### config.mk
export PLATFORM = sky130hd
export DESIGN_NAME = spike_encoder
export DESIGN_NICKNAME = d
export VERILOG_FILES = /design/src/rtl/snn_pkg.sv /design/src/rtl/spike_rate_channel.sv /design/src/rtl/spike_encoder.sv
export SDC_FILE = /design/constraint.sdc
export NUM_CORES = 1
export LEC_CHECK = 0
export ABC_AREA = 1
export BUFFER_PORTS_ARGS = -buffer_cell sky130_fd_sc_hd__buf_2
export CAP_MARGIN = 25
export CORE_MARGIN = 4
export CORE_UTILIZATION = 57
export CTS_CLUSTER_DIAMETER = 60
export DETAILED_ROUTE_END_ITERATION = 16
export PLACE_DENSITY = 0.83
export REMOVE_ABC_BUFFERS = 1
export SLEW_MARGIN = 20
export SYNTH_ARGS = -nofsm -noshare
export SYNTH_HDL_FRONTEND = slang
export SYNTH_SLANG_ARGS = --single-unit
### constraint.sdc
create_clock -name clk -period 2.3 [get_ports clk]
set_clock_uncertainty 0.05 [all_clocks]
set_input_delay 0.115 -clock clk [delete_from_list [all_inputs] [get_ports clk]]
set_output_delay 0.115 -clock clk [all_outputs]
set_load 0.02 [all_outputs]
### src/rtl/snn_pkg.sv
// Shared types and constants for the spike encoder: controller state encoding
// and the width of the timestep counter.
package snn_pkg;

  localparam int STEP_COUNT_WIDTH = 16;

  typedef enum logic [0:0] {
    ST_IDLE = 1'b0,
    ST_RUN  = 1'b1
  } enc_state_t;

endpackage

### src/rtl/spike_rate_channel.sv
// One rate-coding channel: a phase accumulator that emits a registered spike
// whenever adding the intensity carries out of the accumulator.
module spike_rate_channel #(
  parameter int DATA_WIDTH = 8
) (
  input  logic                  clk,
  input  logic                  rst,
  input  logic                  clear,
  input  logic                  step,
  input  logic [DATA_WIDTH-1:0] intensity,
  output logic                  spike
);

  logic [DATA_WIDTH-1:0] acc_reg;
  logic                  spike_reg;
  logic [DATA_WIDTH:0]   sum;

  // The carry bit of this sum is the spike; the low bits become the new phase.
  assign sum = {1'b0, acc_reg} + {1'b0, intensity};

  always_ff @(posedge clk) begin
    if (rst || clear) begin
      acc_reg   <= '0;
      spike_reg <= 1'b0;
    end else if (step) begin
      acc_reg   <= sum[DATA_WIDTH-1:0];
      spike_reg <= sum[DATA_WIDTH];
    end else begin
      spike_reg <= 1'b0;
    end
  end

  assign spike = spike_reg;

endmodule

### src/rtl/spike_encoder.sv
// Rate-coded spike encoder: latches an intensity vector and, over NUM_STEPS
// timesteps, emits per-channel spikes at a rate proportional to intensity.
module spike_encoder
  import snn_pkg::*;
#(
  parameter int NUM_CHANNELS = 4,
  parameter int DATA_WIDTH   = 8,
  parameter int NUM_STEPS    = 16
) (
  input  logic                               clk,
  input  logic                               rst,
  input  logic                               load_valid,
  input  logic [NUM_CHANNELS*DATA_WIDTH-1:0] load_data,
  output logic                               load_ready,
  input  logic                               step_en,
  output logic [NUM_CHANNELS-1:0]            spike_out,
  output logic                               busy,
  output logic                               done,
  output logic [STEP_COUNT_WIDTH-1:0]        step_count
);

  localparam logic [STEP_COUNT_WIDTH-1:0] LAST_COUNT = STEP_COUNT_WIDTH'(NUM_STEPS - 1);
  localparam logic [STEP_COUNT_WIDTH-1:0] ONE        = STEP_COUNT_WIDTH'(1);

  enc_state_t                          state_reg, state_next;
  logic [NUM_CHANNELS*DATA_WIDTH-1:0]  intensity_reg;
  logic [STEP_COUNT_WIDTH-1:0]         step_count_reg;
  logic                                done_reg;
  logic                                accept;
  logic                                step_fire;
  logic                                last_step;

  always_comb begin
    state_next = state_reg;
    load_ready = 1'b0;
    busy       = 1'b0;
    accept     = 1'b0;
    step_fire  = 1'b0;
    last_step  = 1'b0;
    case (state_reg)
      ST_IDLE: begin
        load_ready = 1'b1;
        accept     = load_valid;
        if (load_valid) state_next = ST_RUN;
      end
      ST_RUN: begin
        busy      = 1'b1;
        step_fire = step_en;
        last_step = step_en && (step_count_reg == LAST_COUNT);
        if (last_step) state_next = ST_IDLE;
      end
      default: state_next = ST_IDLE;
    endcase
  end

  always_ff @(posedge clk) begin
    if (rst) begin
      state_reg      <= ST_IDLE;
      intensity_reg  <= '0;
      step_count_reg <= '0;
      done_reg       <= 1'b0;
    end else begin
      state_reg <= state_next;
      done_reg  <= last_step;
      if (accept) begin
        intensity_reg  <= load_data;
        step_count_reg <= '0;
      end else if (step_fire) begin
        step_count_reg <= step_count_reg + ONE;
      end
    end
  end

  // Channels see the latched vector only, so load_data may change freely mid-window.
  for (genvar gi = 0; gi < NUM_CHANNELS; gi++) begin : g_chan
    spike_rate_channel #(
      .DATA_WIDTH(DATA_WIDTH)
    ) u_chan (
      .clk      (clk),
      .rst      (rst),
      .clear    (accept),
      .step     (step_fire),
      .intensity(intensity_reg[gi*DATA_WIDTH +: DATA_WIDTH]),
      .spike    (spike_out[gi])
    );
  end

  assign done       = done_reg;
  assign step_count = step_count_reg;

endmodule

==> metrics.txt, run 1 <==
max_slew headroom 0.722; CP Class flop to flop; Seq/Total Area, Yosys 0.353; Max FO, Critical Path 35; startpoint types flop; n_diodes 0; maximum VDD drop 0.000370 V; Post-synth top flop dfxtp_1; Yosys top cell by area dfxtp_1; Initial Utilization 0.590; P_leak 2.80 nW; final WL 10.3 mm; Post-CTS Setup Inserts 0; Yosys top cell area share 0.353; Layout fillers 696; Min-Delay Path Class input port to flop; Final #Nets 825; Worst R2R Setup Slack 510 ps; Final Cell Area 5660 µm²; Root Buffer clkbuf_8; vias in the first global route 4290; final setup fails 0; maxcap violations 0; fin. max-slew vios 0; Area after DPL 5150 µm²; share of post-route cells with drive strength above 1 0.161; Least-Margin Pin Slew 417 ps; total number of vias 4363; Num Clock Sinks 86; CP endpoint kind flop; FMAX 560 MHz; Synth Area per Inst 7.28 µm²; GRT met1 Usage 0.264; Core Area 8260 µm²; overall routing resource usage 0.219; Syn Inst Count 669; Ports 59; global route hottest layer met2; total global routing overflow 0; setup TNS 0 ps; Vias/cell 5.06; status complete, no violations; Tcrit/Tclk final 0.777; worst hold slack 40.4 ps; TritonCTS Buffers 9; number of placed instances, taps included 815; count of flip-flops with a built-in enable after synthesis 0; I/O Buffers 58; ranking of synthesized cells by area dfxtp_1, nand2_1, ha_1, inv_1, nor2_1; Die Y 100 µm; DIE WIDTH 100 µm; Post-synth ARST share 0; latest clock arrival within the worst-skew pair 350 ps; Layout area overhead 16.2%; Critical Path RT 2550 ps; initial antenna violation count 0; Reg clk slew, reported paths 80 ps; synthesized area 4870 µm²; GPL Wtd Cong 0.928; CTS tree built; Clock Tree Buf Depth 2; Final ANT Viol Nets 0; H-tree Lvls 3; number of distinct library cells after synthesis 41; Synthesis Warnings 0; #FFs+latches synth 86; first-pass GRT wire length 18.2 mm; final hold vios 0; largest net degree at the start of global routing 44; Tmin final 1790 ps; GR met3 Demand/Resource 0.0374; unrepaired setup endpoints after global routing false; drt pass-1 iters 4; initial detailed-routing violation count 173; pwr/cell area 558 nW/µm²; worst endpoint data arrival time 2030 ps; DR DRC count 0; WL/cell 12.0 µm; dpl hpwl 7.29 mm; fin cells 862; met2 Use GR 0.388; Row Count 33; Die Footprint 10100 µm²
==> final timing paths <==
check                                  startpoint                     endpoint  cells after the start
worst max-delay path                    state_reg  g_chan[1].u_chan.acc_reg[3]                      7
worst max register to register          state_reg  g_chan[1].u_chan.acc_reg[3]                      7
worst min-delay path                 load_data[9]             intensity_reg[9]                      3
worst min register to register  intensity_reg[10]            intensity_reg[10]                      2
==> placed cells by master, fill, tap and decap left out, types with 2 or more instances in the layout <==
cell and n:
nand2_1 152, a21oi_2 11, nor3b_2 2, inv_1 109, o31a_1 2, buf_2 58
o21ai_0 43, nor2_1 62, xnor2_1 7, ha_1 33, or2_2 5, nand2_4 3
xor2_1 3, nand3_1 41, nand3_2 3, buf_4 4, nand3b_1 5, nor3_1 5
a31oi_1 2, dfxtp_1 86, clkinvlp_4 2, a211oi_2 3, fa_1 4, nor2_2 3
o211ai_1 2, clkbuf_8 10, nor2_4 2, nand4_1 10, dlygate4sd3_1 31, clkinv_4 2
o21ai_1 5, nand2_2 7, a21oi_1 29
==> per-layer routing <==
layer | wire length (µm) | part of all wire
met1 | 4540 | 0.44
met2 | 5050 | 0.49
met3 | 539 | 0.052
met4 | 170 | 0.016
met5 | 0 | 0
==> synthesized netlist by cell type (4+ instances only) <==
cell type	instances
o21ai_1	5
nand2_2	7
o21ai_0	43
a21oi_2	11
nand3b_1	5
clkbuf_1	4
dfxtp_1	86
ha_1	33
xnor2_1	7
nand3_1	41
nor3_1	5
nand4_1	10
buf_6	4
fa_1	4
a21oi_1	29
or2_2	5
nand2_1	152
inv_1	109
buf_4	8
nor2_1	62
==> layout make-up <==
class                   count  area [µm²]  area share
multi-input cells         450        2550       0.450
repair buffers             93         631       0.111
inverters                 112         428      0.0756
clock buffers              11         141      0.0250
well taps                 105         131      0.0232
flip-flops and latches     86        1720       0.304
clock inverters             5        58.8      0.0104
==> metrics by stage <==
step,setup WS [ps],power [W],util
floorplan,576,0.00195,-
global placement,640,0.00207,0.623
detailed placement,576,0.00209,0.623
CTS,554,0.00318,0.685
global route,415,0.00332,0.685
finish,514,0.00316,0.685
==> worst max-delay path: stages, from the launching register on <==
cell,delay (ps)
dfxtp_1,460
nand2_4,210
inv_4,380
buf_4,300
nor2_1,60
nor2_1,70
o21ai_0,100
inv_1,80
==> kinds of logic (layout without fill, tap and decap cells) <==
group                      after synthesis  in the layout  synth area share
and+or+nand+nor                        305            305             0.286
buffers and inverters                  133            221             0.124
AOI/OAI and AO/OA                       98             98             0.117
DFF                                     86             86             0.353
adders and majority gates               37             37             0.101
xor gates and xnor gates                10             10            0.0180
==> report_power, final <==
group          total (W)  switching [W]  internal, W
Sequential       0.00160      0.0000453      0.00156
Clock            0.00106       0.000529     0.000532
Combinational   0.000495       0.000293     0.000202
==> what timing repair did <==
| action | 4_1_cts | 5_1_grt |
|---|---|---|
| hold buffers | 31 | 0 |
| gates resized for setup | 0 | 0 |
| endpoints found under the hold margin | 31 | 0 |
No activity file was read; power rests on OpenSTA's default activity.
==> run 2, diff against run 1 <==
Clock period 2.3 ns to 1.8 ns, I/O delays scaled along.
==> run 2 against run 1 <==
Utilization rose by 1.3 points. Register-to-register slack got worse by 440 ps. Critical endpoint is now g_chan[2].u_chan.acc_reg[6]. Clock-buffer cell count grew 2. Total power grew 33%. Cell count up 0.70%. Combinational power is 34% higher. First-iteration DRC count is 29% higher. Die area is the same. Non-clock buffer count up 6. Highest routed layer unchanged. Design area is 2.0% higher. Wire length is 4.4% higher.
==> metrics.txt, run 2 (synthesis results as in run 1) <==
status complete, no violations (unchanged); Vias/cell 5.11 (was 5.06); Max FO, Critical Path 3 (was 35); final hold vios 0 (unchanged); WP depth 9 (was 7); Top cell by count, worst path nand3_1 (was nor2_1); Setup Slack @ Placement 63.5 ps (was 576 ps); GPL Wtd Cong 0.891 (was 0.928); Critical Path RT 2010 ps (was 2550 ps); I/O Buffers 58 (unchanged); n_diodes 0 (unchanged); Tmin final 1720 ps (was 1790 ps); initial detailed-routing violation count 223 (was 173); FMAX 581 MHz (was 560 MHz); commonest cells after routing, fill and taps aside nand2_1, inv_1, dfxtp_1 (unchanged); commonest non-fill, non-tap cell in the layout nand2_1 (unchanged); first-pass GRT wire length 18.4 mm (was 18.2 mm); largest net degree at the start of global routing 44 (unchanged); Row Count 33 (unchanged); Clock Tree Buf Depth 2 (unchanged); Least-Margin Pin Slew 324 ps (was 417 ps); hold depth 3 (unchanged); total global routing overflow 0 (unchanged); DIE WIDTH 100 µm (unchanged); Slowest cell on crit path fa_1 (was dfxtp_1); latest clock arrival within the worst-skew pair 360 ps (was 350 ps); fin. max-slew vios 0 (unchanged); met2 Use GR 0.402 (was 0.388); GR met3 Demand/Resource 0.0298 (was 0.0374); DR DRC count 0 (unchanged); P_leak 2.85 nW (was 2.80 nW); Final #Nets 831 (was 825); global route hottest layer met2 (unchanged); Root Buffer clkbuf_8 (unchanged); max_slew headroom 0.784 (was 0.722); CTS tree built (unchanged); startpoint types flop (unchanged); worst hold slack 4.74 ps (was 40.4 ps); maxcap violations 0 (unchanged); worst endpoint data arrival time 1930 ps (was 2030 ps); slowest stage delay, CP 420 ps (was 460 ps); final WL 10.8 mm (was 10.3 mm); dpl hpwl 7.51 mm (was 7.29 mm); crit path cell chain ha_1 -> inv_1 -> fa_1 -> o21ai_1 -> nand3_1 -> nand3_1 -> nand3_1 -> nand2_1 -> inv_1 (was nand2_4 -> inv_4 -> buf_4 -> nor2_1 -> nor2_1 -> o21ai_0 -> inv_1); H-tree Lvls 3 (unchanged); Tcrit/Tclk final 0.956 (was 0.777); pwr/cell area 725 nW/µm² (was 558 nW/µm²); CP endpoint kind flop (unchanged); Num Clock Sinks 86 (unchanged); Core Area 8260 µm² (unchanged); Reg clk slew, reported paths 80 ps (about the same); Ports 59 (unchanged); share of post-route cells with drive strength above 1 0.173 (was 0.161); Top Family by Delay on Critical Path adder cells (was buffers and inverters); GRT met1 Usage 0.264 (about the same); Final ANT Viol Nets 0 (unchanged); drt pass-1 iters 4 (unchanged); Layout fillers 673 (was 696); TritonCTS Buffers 9 (unchanged); vias in the first global route 4316 (was 4290); Min-Delay Path Class input port to flop (unchanged); total number of vias 4433 (was 4363); worst path bufs/invs 2 (was 3); WL/cell 12.4 µm (was 12.0 µm); Die Footprint 10100 µm² (unchanged); Die Y 100 µm (unchanged); final setup fails 0 (unchanged); Layout area overhead 18.4% (was 16.2%); CP Class flop to flop (unchanged); Initial Utilization 0.590 (unchanged); reg2reg path depth 9 (was 7); overall routing resource usage 0.223 (was 0.219); fin worst setup slack 78.5 ps (was 514 ps); setup TNS 0 ps (unchanged); initial antenna violation count 0 (unchanged); maximum VDD drop 0.000436 V (was 0.000370 V); Post-CTS Setup Inserts 0 (unchanged)
==> run 2: per-layer routing <==
layer,vias to the layer above,part of all wire
met5,-,0
met4,0,0.021
met3,19,0.046
met2,104,0.50
met1,2011,0.43
li1,2299,-
==> run 2: cell type report <==
| cell class | count | area (µm²) | area share |
|---|---|---|---|
| Tap cell | 105 | 131 | 0.0228 |
| Timing Repair Buffer | 99 | 708 | 0.123 |
| Clock buffer | 13 | 179 | 0.0310 |
| Sequential cell | 86 | 1720 | 0.299 |
| Inverter | 112 | 428 | 0.0742 |
| Clock inverter | 3 | 40.0 | 0.00694 |
| Multi-Input combinational cell | 450 | 2560 | 0.444 |
==> run 2: path summary, 6_finish.rpt <==
check	slack (ps)	endpoint	start
max	80	g_chan[2].u_chan.acc_reg[6]	g_chan[2].u_chan.acc_reg[0]
max reg2reg	80	g_chan[2].u_chan.acc_reg[6]	g_chan[2].u_chan.acc_reg[0]
min	5	intensity_reg[17]	load_data[17]
min reg2reg	420	intensity_reg[30]	intensity_reg[30]
==> run 2: repair_timing <==
action | CTS | global route
resized for setup | 0 | 8
endpoints found under the setup margin | 0 | 7
hold buffers | 34 | 0
endpoints found under the hold margin | 34 | 0
==> run 2: report_power, final <==
part / switching, W / internal [W]
Clock: 0.000686 / 0.000789
Sequential: 0.0000589 / 0.00199
Combinational: 0.000384 / 0.000278
==> run 2: per-stage QoR <==
step / util / cells / instance area, µm² / power (W)
5_1_grt: 0.699 / 868 / 5770 / 0.00437
3_3_place_gp: 0.629 / 818 / 5200 / 0.00266
4_1_cts: 0.697 / 868 / 5760 / 0.00420
3_5_place_dp: 0.629 / 818 / 5200 / 0.00269
2_1_floorplan: - / 648 / 4700 / 0.00249
6_report: 0.699 / 868 / 5770 / 0.00418
==> run 2: tightest hold or removal path: stages <==
cell and delay (ps):
buf_2 90, o21ai_0 90, a21oi_1 110
==> run 3, diff against run 2 <==
Settings changed: SYNTH_HIERARCHICAL set to 1.
==> run 3 against run 2 <==
First-iteration DRC count shrank 4.9%. Utilization grew 0.18 points. Area after synthesis shrank 0.41%. Cell count grew 3.9%. Via count grew 6.6%. Synthesized cell count grew 4.5%. Non-clock buffer count is the same. Register-to-register slack gained 70 ps. Total power shrank 1.6%. Clock power shrank 5%. Sequential cell count is the same. Critical path depth shrank 1.
==> metrics.txt, run 3 <==
Least-Margin Pin Slew 372 ps (was 324 ps); H-tree Lvls 3 (unchanged); Setup Slack @ Placement 172 ps (was 63.5 ps); commonest cells after routing, fill and taps aside nand2_1, dfxtp_1, nand3_1 (was nand2_1, inv_1, dfxtp_1); n_diodes 0 (unchanged); Min-Delay Path Class input port to flop (unchanged); overall routing resource usage 0.238 (was 0.223); unrepaired setup endpoints after global routing false; met2 Use GR 0.428 (was 0.402); status complete, no violations (unchanged); slowest stage delay, CP 420 ps (about the same); Tmin final 1650 ps (was 1720 ps); max_slew headroom 0.752 (was 0.784); global route hottest layer met2 (unchanged); Syn Inst Count 699 (was 669); P_leak 2.96 nW (was 2.85 nW); Synthesis Warnings 6 (was 0); reg2reg path depth 8 (was 9); final hold vios 0 (unchanged); ranking of synthesized cells by area dfxtp_1, nand2_1, ha_1, nand3_1, inv_1 (was dfxtp_1, nand2_1, ha_1, inv_1, nor2_1); pwr/cell area 711 nW/µm² (was 725 nW/µm²); Yosys top cell area share 0.355 (was 0.353); worst endpoint data arrival time 1830 ps (was 1930 ps); FMAX 606 MHz (was 581 MHz); DR DRC count 0 (unchanged); TritonCTS Buffers 9 (unchanged); Core Area 8260 µm² (unchanged); Layout area overhead 19.2% (was 18.4%); synthesized area 4850 µm² (was 4870 µm²); #FFs+latches synth 86 (unchanged); Critical Path RT 1980 ps (was 2010 ps); largest net degree at the start of global routing 49 (was 44); final WL 11.1 mm (was 10.8 mm); Root Buffer clkbuf_8 (unchanged); commonest non-fill, non-tap cell in the layout nand2_1 (unchanged); fin util 0.701 (was 0.699); Die Footprint 10100 µm² (about the same); Yosys top cell by area dfxtp_1 (unchanged); latest clock arrival within the worst-skew pair 340 ps (was 360 ps); maxcap violations 0 (unchanged); first-pass GRT wire length 19.9 mm (was 18.4 mm); Max FO, Critical Path 3 (unchanged); I/O Buffers 58 (unchanged); count of flip-flops with a built-in enable after synthesis 0 (unchanged); initial detailed-routing violation count 212 (was 223); maximum VDD drop 0.000382 V (was 0.000436 V); Tcrit/Tclk final 0.917 (was 0.956); GR met3 Demand/Resource 0.0452 (was 0.0298); DIE WIDTH 100 µm (about the same); Post-synth top flop dfxtp_1 (unchanged); setup TNS 0 ps (unchanged); Final #Nets 868 (was 831); Synth Area per Inst 6.94 µm² (was 7.28 µm²); hold depth 4 (was 3); vias in the first global route 4650 (was 4316); Post-synth ARST share 0 (unchanged); initial antenna violation count 0 (unchanged); startpoint types flop (unchanged); Die Y 100 µm (about the same); Vias/cell 5.24 (was 5.11); fin. max-slew vios 0 (unchanged); CP endpoint kind flop (unchanged); WL/cell 12.4 µm (about the same); GRT met1 Usage 0.280 (was 0.264); Clock Tree Buf Depth 2 (unchanged); Seq/Total Area, Yosys 0.355 (was 0.353); dpl hpwl 7.95 mm (was 7.51 mm); Ports 59 (unchanged); Num Clock Sinks 86 (unchanged); GPL Wtd Cong 0.852 (was 0.891); Initial Utilization 0.588 (was 0.590); Post-synth top cells nand2_1, dfxtp_1, nand3_1 (was nand2_1, inv_1, dfxtp_1); Row Count 33 (unchanged); number of distinct library cells after synthesis 33 (was 41); total global routing overflow 0 (unchanged); Final ANT Viol Nets 0 (unchanged); share of post-route cells with drive strength above 1 0.138 (was 0.173); CTS tree built (unchanged); Reg clk slew, reported paths 80 ps (about the same); drt pass-1 iters 5 (was 4); Post-CTS Setup Inserts 0 (unchanged); crit path cell chain ha_1 -> fa_1 -> nand3_1 -> nand2_1 -> nand2_1 -> nand3_1 -> o211ai_1 -> inv_1 (was ha_1 -> inv_1 -> fa_1 -> o21ai_1 -> nand3_1 -> nand3_1 -> nand3_1 -> nand2_1 -> inv_1); Slowest cell on crit path fa_1 (unchanged); fin worst setup slack 150 ps (was 78.5 ps); total number of vias 4725 (was 4433); top-count cell post-synth nand2_1 (unchanged); CP Class flop to flop (unchanged); final setup fails 0 (unchanged)
run 3: cell count changes in the layout (fill, tap and decap cells not counted), sizes merged, moves of 11 or more:
cell and change:
nor2 +11, inv -23, nand2 +48, nand3 +39
o21ai -32
run 3: metrics by stage:
step | cell area [µm²] | hold WS [ps] | instances | power (W)
floorplan | 4750 | 178 | 685 | 0.00250
global placement | 5270 | 261 | 857 | 0.00268
detailed placement | 5270 | 269 | 857 | 0.00270
CTS | 5780 | 45.0 | 902 | 0.00415
global route | 5790 | 46.1 | 902 | 0.00433
finish | 5790 | 55.7 | 902 | 0.00412
run 3: final timing paths:
check,start,to,slack (ps)
max,intensity_reg[8],g_chan[1].u_chan/acc_reg[4],150
min,load_valid,step_count[14],60
max reg2reg,intensity_reg[8],g_chan[1].u_chan/acc_reg[4],150
min reg2reg,intensity_reg[2],intensity_reg[2],410
run 3: logic make-up (layout without fill, tap and decap cells):
logic type | after synthesis | after routing | share of synthesized area
compound gates | 69 | 69 | 0.0786
simple gates | 400 | 400 | 0.369
xor+xnor | 4 | 4 | 0.00722
fa+ha+maj | 37 | 37 | 0.102
buf+inv | 103 | 201 | 0.0890
flops | 86 | 86 | 0.355
run 3: area by class of cell:
cell class	count	area [µm²]
Clock buffer	11	131
Clock inverter	2	60.1
Fill cell	689	2470
Inverter	89	334
Multi-Input combinational cell	510	2700
Sequential cell	86	1720
Tap cell	105	131
Timing Repair Buffer	99	703
run 3: repair_timing:
action	in CTS	in global routing
hold buffers	32	0
hold endpoints to repair	32	0
resized for setup	0	2
endpoints found under the setup margin	0	2
run 3: worst max-delay path, delay by kind of cell (launching register included):
family	cells	cell delay (ps)
fa+ha+maj	2	650
buf+inv	1	60
flops	1	330
compound gates	1	90
simple gates	4	370
run 3: where the power goes:
group / switching (W) / internal (W)
clock: 0.000628 / 0.000762
combinational: 0.000397 / 0.000285
sequential: 0.0000576 / 0.00199
total: 0.00108 / 0.00303
run 3: layer usage:
metal,vias up,share of wire
li1,2437,-
met1,2123,0.43
met2,140,0.50
met3,25,0.053
met4,0,0.017
met5,-,0
